`src/rtl/instr_fetch_unit.sv`:
```
// KGP-miniRISC instruction fetch unit.
// Holds the PC and sequences one-word fetches from a synchronous instruction memory.
module instr_fetch_unit #(
  parameter logic [31:0] RESET_PC    = 32'h0000_0000,
  parameter int          IMEM_AW     = 10,
  parameter int          MEM_LATENCY = 1
) (
  input  logic               clk,
  input  logic               rst,
  input  logic [31:0]        pc_new,
  input  logic               pc_update,
  input  logic               halt,
  input  logic [31:0]        imem_rdata,
  output logic [31:0]        pc,
  output logic               imem_en,
  output logic [IMEM_AW-1:0] imem_addr,
  output logic [31:0]        instr,
  output logic               instr_valid,
  output logic               halted,
  output logic               misaligned,
  output logic [31:0]        instr_count
);

  typedef enum logic [2:0] {
    REQ,
    WAIT,
    HOLD,
    HALTED,
    ERR
  } state_t;

  localparam logic [1:0] LAT_M1 = 2'(MEM_LATENCY - 1);

  state_t      state;
  state_t      state_nxt;
  logic [1:0]  cnt;
  logic [1:0]  cnt_nxt;
  logic [31:0] pc_nxt;
  logic [31:0] instr_nxt;
  logic [31:0] count_nxt;

  always_ff @(posedge clk) begin
    if (rst) begin
      state       <= REQ;
      cnt         <= 2'd0;
      pc          <= RESET_PC;
      instr       <= 32'd0;
      instr_count <= 32'd0;
    end else begin
      state       <= state_nxt;
      cnt         <= cnt_nxt;
      pc          <= pc_nxt;
      instr       <= instr_nxt;
      instr_count <= count_nxt;
    end
  end

  always_comb begin
    state_nxt = state;
    cnt_nxt   = cnt;
    pc_nxt    = pc;
    instr_nxt = instr;
    count_nxt = instr_count;
    unique case (state)
      REQ: begin
        cnt_nxt   = LAT_M1;
        state_nxt = WAIT;
      end
      WAIT: begin
        if (cnt == 2'd0) begin
          instr_nxt = imem_rdata;
          count_nxt = instr_count + 32'd1;
          state_nxt = HOLD;
        end else begin
          cnt_nxt = cnt - 2'd1;
        end
      end
      HOLD: begin
        // halt wins; a same-cycle pc_new is dropped
        if (halt) begin
          state_nxt = HALTED;
        end else if (pc_update) begin
          pc_nxt    = pc_new;
          state_nxt = (pc_new[1:0] != 2'b00) ? ERR : REQ;
        end
      end
      HALTED: state_nxt = HALTED;
      ERR:    state_nxt = ERR;
      default: state_nxt = REQ;
    endcase
  end

  // Gate with rst so the reset cycle never issues a read
  assign imem_en     = (state == REQ) && !rst;
  assign imem_addr   = pc[IMEM_AW+1:2];
  assign instr_valid = (state == HOLD);
  assign halted      = (state == HALTED);
  assign misaligned  = (state == ERR);

endmodule

```
`config.mk`:
```
export PLATFORM = sky130hd
export DESIGN_NAME = instr_fetch_unit
export DESIGN_NICKNAME = d
export VERILOG_FILES = /design/src/rtl/instr_fetch_unit.sv
export SDC_FILE = /design/constraint.sdc
export NUM_CORES = 1
export LEC_CHECK = 0
export ABC_AREA = 1
export BUFFER_PORTS_ARGS = -buffer_cell sky130_fd_sc_hd__buf_2
export CAP_MARGIN = 10
export CELL_PAD_IN_SITES_DETAIL_PLACEMENT = 2
export CELL_PAD_IN_SITES_GLOBAL_PLACEMENT = 2
export CORE_MARGIN = 3
export CORE_UTILIZATION = 25
export DETAILED_ROUTE_END_ITERATION = 7
export PLACE_DENSITY_LB_ADDON = 0.1
export SYNTH_ARGS = -nofsm -noshare
export SYNTH_HDL_FRONTEND = slang
export SYNTH_SLANG_ARGS = --single-unit
export TNS_END_PERCENT = 100
```
`constraint.sdc`:
```
create_clock -name clk -period 2 [get_ports clk]
set_input_delay 0.4 -clock clk [delete_from_list [all_inputs] [get_ports clk]]
set_output_delay 0.4 -clock clk [all_outputs]
set_load 0.005 [all_outputs]
```
Word level (Yosys, flattened, before mapping)
Index checks and enable logic that the tools add are counted.

storage, ports and cells
  bits in registers = 101
  input port bits = 68
  output and inout bits = 110
  word-level logic and storage cells = 32

cells by class
  add/sub/neg operators = 2
  equal/unequal tests = 7
  muxes and demuxes = 7
  bitwise operators = 1
  reduce and logical (&&, ||, !) cells = 10

operators by type and width
  operator                                              count
  adder 32 x 1 -> 32 bit (second input constant)        1
  case mux 3 bit (5 select lines)                       1
  two-way mux 3 bit                                     4
  equality test 3 x 2 -> 1 bit (second input constant)  2
  AND reduction 2 bit                                   3
  != test 2 bit (second input constant)                 2
  case mux 2 bit (2 select lines)                       1
  nonzero test 2 bit                                    2
  equality test 3 x 1 -> 1 bit (second input constant)  1
  equality test 3 bit (second input constant)           1
  logical NOT 3 bit                                     1
  != test 3 bit (second input constant)                 1
  AND reduction 3 bit                                   1
  logical NOT 2 bit                                     1
  two-way mux 2 bit                                     1
  subtractor 2 x 1 -> 2 bit (second input constant)     1
  logical AND 1 bit                                     1
  logical NOT 1 bit                                     1
  inverter 1 bit                                        1

Logic depth before layout (Yosys ltp)
Gate-level depths: netlist of run 1.

  word-level depth = 5
  depth in mapped cells = 10
  gate-level depth less buffers = 10

Least setup slack after synthesis of run 1
Ideal clock, no wire load.

  path type = register -> register
  from = register cnt[0]
  to = register instr_count[24]
  setup time = 0.128 ns
  arrival time = 1.316 ns
  required time = 1.872 ns
  slack = 0.556 ns
  cell stages (with the launch flop) = 11
  buffers on the path = 1
  period minus slack after synthesis = 1.444 ns
  cell sequence = dfxtp_1 inv_1 ha_1 inv_1 nor2_2 buf_4 nand3_1 nor2_1 nand3_1 nand2_1 nor2_1

on the way
  cells in the longest elaborated chain, start to end = 2

RTL lines
  element                        RTL line  RTL
  start: declaration             36        logic [1:0] cnt;
  start signal: assignment       51        cnt <= cnt_nxt;
  logical NOT 2 bit              70        if (cnt == 2'd0) begin
  AND reduction 2 bit (no line)  --
  end signal: assignment         54        instr_count <= count_nxt;
  end: declaration               21        output logic [31:0] instr_count

Every way passes these cells.
A chain may end at the register's enable or synchronous reset.

Worst setup path after layout of run 1
  from = register instr_count[2]
  to = register instr_count[25]

on the way
  cells in the longest elaborated chain, start to end = 1

RTL lines
  element                 RTL line  RTL
  adder 32 x 1 -> 32 bit  72        count_nxt = instr_count + 32'd1;

Every way passes these cells.

==> results of run 1 <==
[report_power, final]
part           total, W  switching (W)  internal, W
sequential      0.00258       0.000203      0.00238
clock           0.00168       0.000829     0.000855
combinational   0.00161       0.000958     0.000655
total           0.00588        0.00199      0.00389
[metal layers]
metal  track usage [%]  share of wire, %
met1              20.8                44
met4              4.47               1.2
met3              3.90               4.9
met5                 0                 0
met2              29.9                50
[worst max-delay path, cell delays in order (launching register included)]
cell and delay, ns:
dfxtp_1 0.42, nand2_1 0.08, nor2_1 0.25, nand3_1 0.12
nor2_1 0.37, nand3_1 0.18, o21ai_0 0.22, nor2_1 0.06
[kinds of logic after synthesis]
kind of cell               Yosys count
adders and majority gates            2
xor gates and xnor gates             1
and+or+nand+nor                    320
buffers and inverters              101
AOI/OAI and AO/OA                  105
DFF                                101
[cell usage after synthesis, drive strengths merged]
| cell type | instances |
|---|---|
| and2 | 1 |
| a211oi | 3 |
| dfxtp | 101 |
| nor3b | 2 |
| nor2 | 191 |
| o21bai | 3 |
| o211ai | 1 |
| or2 | 1 |
| xnor2 | 1 |
| o21ai | 81 |
| nand4 | 9 |
| inv | 66 |
| ha | 2 |
| clkbuf | 16 |
| nand2 | 77 |
| buf | 19 |
| nor3 | 8 |
| a41oi | 1 |
| nand3 | 31 |
| a21oi | 16 |
[cell type report]
cell class	count	area, sq um	share of cell area, %
Sequential cell	101	2020	35.1
Multi-Input combinational cell	428	1920	33.2
Timing Repair Buffer	194	1030	17.8
Tap cell	220	275	4.78
Inverter	66	248	4.30
Clock buffer	10	229	3.97
Clock inverter	6	46.3	0.803
[sequential cells by signal (all words and copies together) (netlist names)]
name         flops
cnt              2
instr           32
instr_count     32
pc              32
state            3
[placed cells by master (no fill, tap or decap), types with 3 or more instances in the layout]
cell	count
nor2_2	4
nand3_1	30
o21bai_1	3
buf_2	177
clkbuf_16	9
o21ai_0	75
o21ai_1	6
buf_4	16
nand2_1	76
nor2_1	185
inv_2	5
nand4_1	9
inv_1	61
dfxtp_1	101
nor3_1	6
a21oi_1	16
a211oi_1	3
[how the worst min path moves through the flow]
| stage | slack, ns | startpoint | endpoint | cells past startpoint |
|---|---|---|---|---|
| finish | 0.30 | imem_rdata[31] | instr[31] | 3 |
| global route | 0.30 | imem_rdata[31] | instr[31] | 3 |
| CTS | 0.29 | imem_rdata[11] | instr[11] | 3 |
| detailed placement | 0.47 | instr[21] | instr[21] | 2 |
| global placement | 0.46 | cnt[1] | cnt[1] | 2 |
| floorplan | 0.44 | cnt[1] | cnt[1] | 2 |
[stage by stage]
| stage | utilization [%] | cells |
|---|---|---|
| 6_report | 34.3 | 1025 |
| 5_1_grt | 34.3 | 1025 |
| 4_1_cts | 34.3 | 1025 |
| 3_5_place_dp | 32.6 | 1009 |
| 3_3_place_gp | 32.6 | 1009 |
| 2_1_floorplan | - | 630 |
==> out/metrics.yaml, run 1 <==
outcome: "finished, final reports clean"
grt_max_degree: 34
reg2reg_depth: 7
insertion_delay_ns: 0.35
pre_cts_slack_ns: 0.169
worstSetupPathType: "flip-flop to flip-flop"
drtAntennaViolNets: 0
cp_max_fo: 6
syn_nets: 700
yosys-mux-area-fraction_pct: 0
n_antenna_cell: 0
grt_pass1_wl_um: 26900
max_clock_freq_mhz: 555
drc: 0
ff2ff_setup_slack_ns: 0.20
timing.final.crit_share_pct: 90.1
start_util_pct: 26.0
syn_to_final_growth_pct: 31.8
cp-end-kind: "flip-flop"
rsz0062_at_grt: "no"
synth.top_cell.area_share_pct: 46.3
place.gp.congestion: 0.757
synth_area_leaders: "dfxtp_1, nor2_1, o21ai_0"
grt_pass1_vias: 5166
fin_nets: 870
synth.distinct_cells: 28
fin_worst_skew_ns: 0.00981
worstPathArrival_ns: 2.04
yosysSeqAreaShare_pct: 46.3
cts-resized-gates: 0
ys_ff_latch: 101
drive_gt1_share_pct: 28.0
viasPerCell: 4.58
irDropWorstVdd_uv: 407
dr.pass1.iters: 4
crit_start: "instr_count[2]"
gr-total-overflow: 0
drt-initial-drc-count: 121
whs_ns: 0.300
post_drt_wl_per_cell_um: 15.7
synthAdderAreaFrac_pct: 0.573
p_per_area_nw_per_um2: 1020
r2r_start: "instr_count[2]"
synth-xor-area-share_pct: 0.200
synth_warnings: 0
fillerInstances: 2067
finalCriticalPeriod_ns: 1.80
cts_sinks: 101
cellLeakagePower_nw: 2.73
hold_viol: 0
maxCapViolCount: 0
setup_viol: 0
post-dp-hpwl_um: 12700
die-area_sq_um: 19100
cts_hold_buffers: 0
clockRootBuffer: "clkbuf_16"
synth-compound-area-share_pct: 12.5
required_ns: 2.24
tightest_slew_ns: 0.474
cts_tree: "done"
timing.rr.end: "instr_count[25]"
final.setup.tns_ns: 0
relSlewSlack_pct: 68.1
dpl_cell_area_sq_um: 5490
power_w: 0.00588
h-tree-depth: 3
synth_top_family_by_area: "simple AND/OR/NAND/NOR gates"
synthSimpleGateAreaFrac_pct: 30.4
track_usage_pct: 16.9
clk_path_buf_depth: 2
maxSlewViolCount: 0
yosysTopAreaCell: "dfxtp_1"
path_clk_slew_ns: 0.08
chipWidth_um: 138
wirelength_um: 16100
post_cts_buffers: 0
core_area_sq_um: 16800
setup.worst_path.start_class: "flip-flop"
vias: 4696
syn_area_sq_um: 4370
final_cell_area_sq_um: 5760
antenna_found_initial: 0
port_buffers: 177
endpoint: "instr_count[25]"
fin_ws_ns: 0.198
io_pins: 178
synth_cells: 630
cts_made_buffers: 9
rows: 47
hp-class: "input port to flip-flop"
dieHeight_um: 138
post_synth.cell_area_avg_sq_um: 6.94
No activity file was read; power rests on OpenSTA's default activity.
==> run 2: changes to the inputs <==
--- a/config.mk
+++ b/config.mk
@@ -10,7 +10,6 @@
 export CAP_MARGIN = 10
 export CELL_PAD_IN_SITES_DETAIL_PLACEMENT = 2
 export CELL_PAD_IN_SITES_GLOBAL_PLACEMENT = 2
-export CORE_MARGIN = 3
 export CORE_UTILIZATION = 25
 export DETAILED_ROUTE_END_ITERATION = 7
 export PLACE_DENSITY_LB_ADDON = 0.1
==> out/metrics.yaml, run 2 (synthesized netlist as in run 1, its figures left out) <==
fin_util_pct: 34.7  # was 34.3%
rows: 47  # unchanged
final_common_cell: "nor2_1"  # unchanged
outcome: "finished, final reports clean"  # unchanged
max_stage_delay_ns: 0.34  # was 0.42 ns
fillerInstances: 2067  # unchanged
post-dp-hpwl_um: 12600  # was 12700 um
die-area_sq_um: 18000  # was 19100 sq um
cp_max_fo: 28  # was 6
relSlewSlack_pct: 71.1  # was 68.1%
cts_hold_buffers: 0  # unchanged
post_drt_wl_per_cell_um: 15.8  # was 15.7 um
drtAntennaViolNets: 0  # unchanged
cts_made_buffers: 9  # unchanged
grt_pass1_vias: 4913  # was 5166
wirelength_um: 16200  # was 16100 um
multi_input_area_sq_um: 1920  # unchanged
drt-initial-drc-count: 145  # was 121
cts_sinks: 101  # unchanged
rsz0062_at_grt: "no"  # unchanged
cellLeakagePower_nw: 2.77  # was 2.73 nW
grt_max_degree: 74  # was 34
top_regs: "instr: 32 flops, instr_count: 32 flops, pc: 32 flops"  # unchanged
max_clock_freq_mhz: 568  # was 555 MHz
clockRootBuffer: "clkbuf_16"  # unchanged
power_w: 0.00620  # was 0.00588 W
track_usage_pct: 18.0  # was 16.9%
irDropWorstVdd_uv: 454  # was 407 uV
regArea_sq_um: 2020  # unchanged
dieHeight_um: 134  # was 138 um
insertion_delay_ns: 0.35  # about the same
dr.pass1.iters: 4  # unchanged
final_cell_mix: "nor2_1, buf_2, dfxtp_1"  # unchanged
cp-end-kind: "flip-flop"  # unchanged
vias: 4682  # was 4696
tightest_slew_ns: 0.433  # was 0.474 ns
timing.final.crit_share_pct: 88.0  # was 90.1%
worstPathArrival_ns: 2.00  # was 2.04 ns
io_pins: 178  # unchanged
chipWidth_um: 134  # was 138 um
viasPerCell: 4.56  # was 4.58
hold_viol: 0  # unchanged
required_ns: 2.24  # about the same
setup.worst_path.start_class: "flip-flop"  # unchanged
path_clk_slew_ns: 0.07  # was 0.08 ns
cts-resized-gates: 0  # unchanged
h-tree-depth: 3  # unchanged
setup_viol: 0  # unchanged
maxCapViolCount: 0  # unchanged
start_util_pct: 26.0  # unchanged
port_buffers: 177  # unchanged
maxSlewViolCount: 0  # unchanged
worstSetupPathType: "flip-flop to flip-flop"  # unchanged
n_antenna_cell: 0  # unchanged
core_area_sq_um: 16800  # unchanged
drive_gt1_share_pct: 28.2  # was 28.0%
place.gp.congestion: 0.767  # was 0.757
slowest_stage: "buf_4"  # was dfxtp_1
drc: 0  # unchanged
gr-total-overflow: 0  # unchanged
syn_to_final_growth_pct: 33.6  # was 31.8%
antenna_found_initial: 0  # unchanged
final.setup.tns_ns: 0  # unchanged
fin_nets: 871  # was 870
post_cts_buffers: 0  # unchanged
critical_path.cell_chain: "inv_1, ha_1, inv_1, nor2_4, buf_4, nand2_1, o21ai_0, a21oi_1"  # was nand2_1, nor2_1, nand3_1, nor2_1, nand3_1, o21ai_0, nor2_1
fin_worst_skew_ns: 0.00552  # was 0.00981 ns
clk_path_buf_depth: 2  # unchanged
p_per_area_nw_per_um2: 1060  # was 1020 nW/um^2
crit_path_frequent_cell: "inv_1"  # was nor2_1
finalCriticalPeriod_ns: 1.76  # was 1.80 ns
cts_tree: "done"  # unchanged
hp-class: "input port to flip-flop"  # unchanged
grt_pass1_wl_um: 25400  # was 26900 um
[run 2: cell count changes in the layout (fill, tap and decap cells not counted)]
cell / previous run / this run
bufinv_16: 0 / 2
clkbuf_8: 0 / 1
inv_8: 0 / 1
clkbuf_1: 1 / 0
clkinvlp_4: 2 / 1
buf_12: 1 / 2
clkinv_4: 1 / 0
inv_6: 2 / 1
[run 2: routing by layer]
layer	track usage [%]	vias to the layer above	routed length (um)
met5	0	-	0
met4	5.62	0	230
met3	3.33	13	745
met2	32.0	120	7910
met1	21.9	2226	7270
li1	-	2323	-
[run 2: worst paths after layout]
check | start | endpoint | slack, ns | cells past startpoint
worst max-delay path | cnt[0] | instr_count[3] | 0.24 | 8
worst min-delay path | imem_rdata[10] | instr[10] | 0.30 | 3
worst max register to register | cnt[0] | instr_count[3] | 0.24 | 8
worst min register to register | pc[30] | pc[30] | 0.48 | 2
[run 2: per-stage QoR]
step	worst slack [ns]	hold slack (ns)	std cells	instance area (sq um)
after floorplan	0.556	0.443	630	4370
after global placement	0.292	0.455	1010	5510
after detailed placement	0.213	0.469	1010	5510
after CTS	0.193	0.290	1026	5840
after global routing	0.0281	0.296	1026	5840
final	0.241	0.299	1026	5840
[run 2: layout make-up]
type                            instances  share of cell area, %
Clock buffer                           10                   4.09
Clock inverter                          6                   1.59
Inverter                               66                   4.24
Multi-Input combinational cell        428                   32.8
Sequential cell                       101                   34.6
Tap cell                              220                   4.71
Timing Repair Buffer                  195                   17.9
[run 2: power breakdown]
| part | total [W] | internal (W) | switching, W |
|---|---|---|---|
| Clock | 0.00200 | 0.00114 | 0.000851 |
| Sequential | 0.00258 | 0.00238 | 0.000202 |
| Combinational | 0.00162 | 0.000659 | 0.000965 |
| Total | 0.00620 | 0.00418 | 0.00202 |
[run 2: critical path, delay by kind of cell (launching register included)]
family | cells | cell delay, ns
buf+inv | 3 | 0.54
flops | 1 | 0.30
compound gates | 2 | 0.27
simple gates | 2 | 0.31
fa+ha+maj | 1 | 0.22
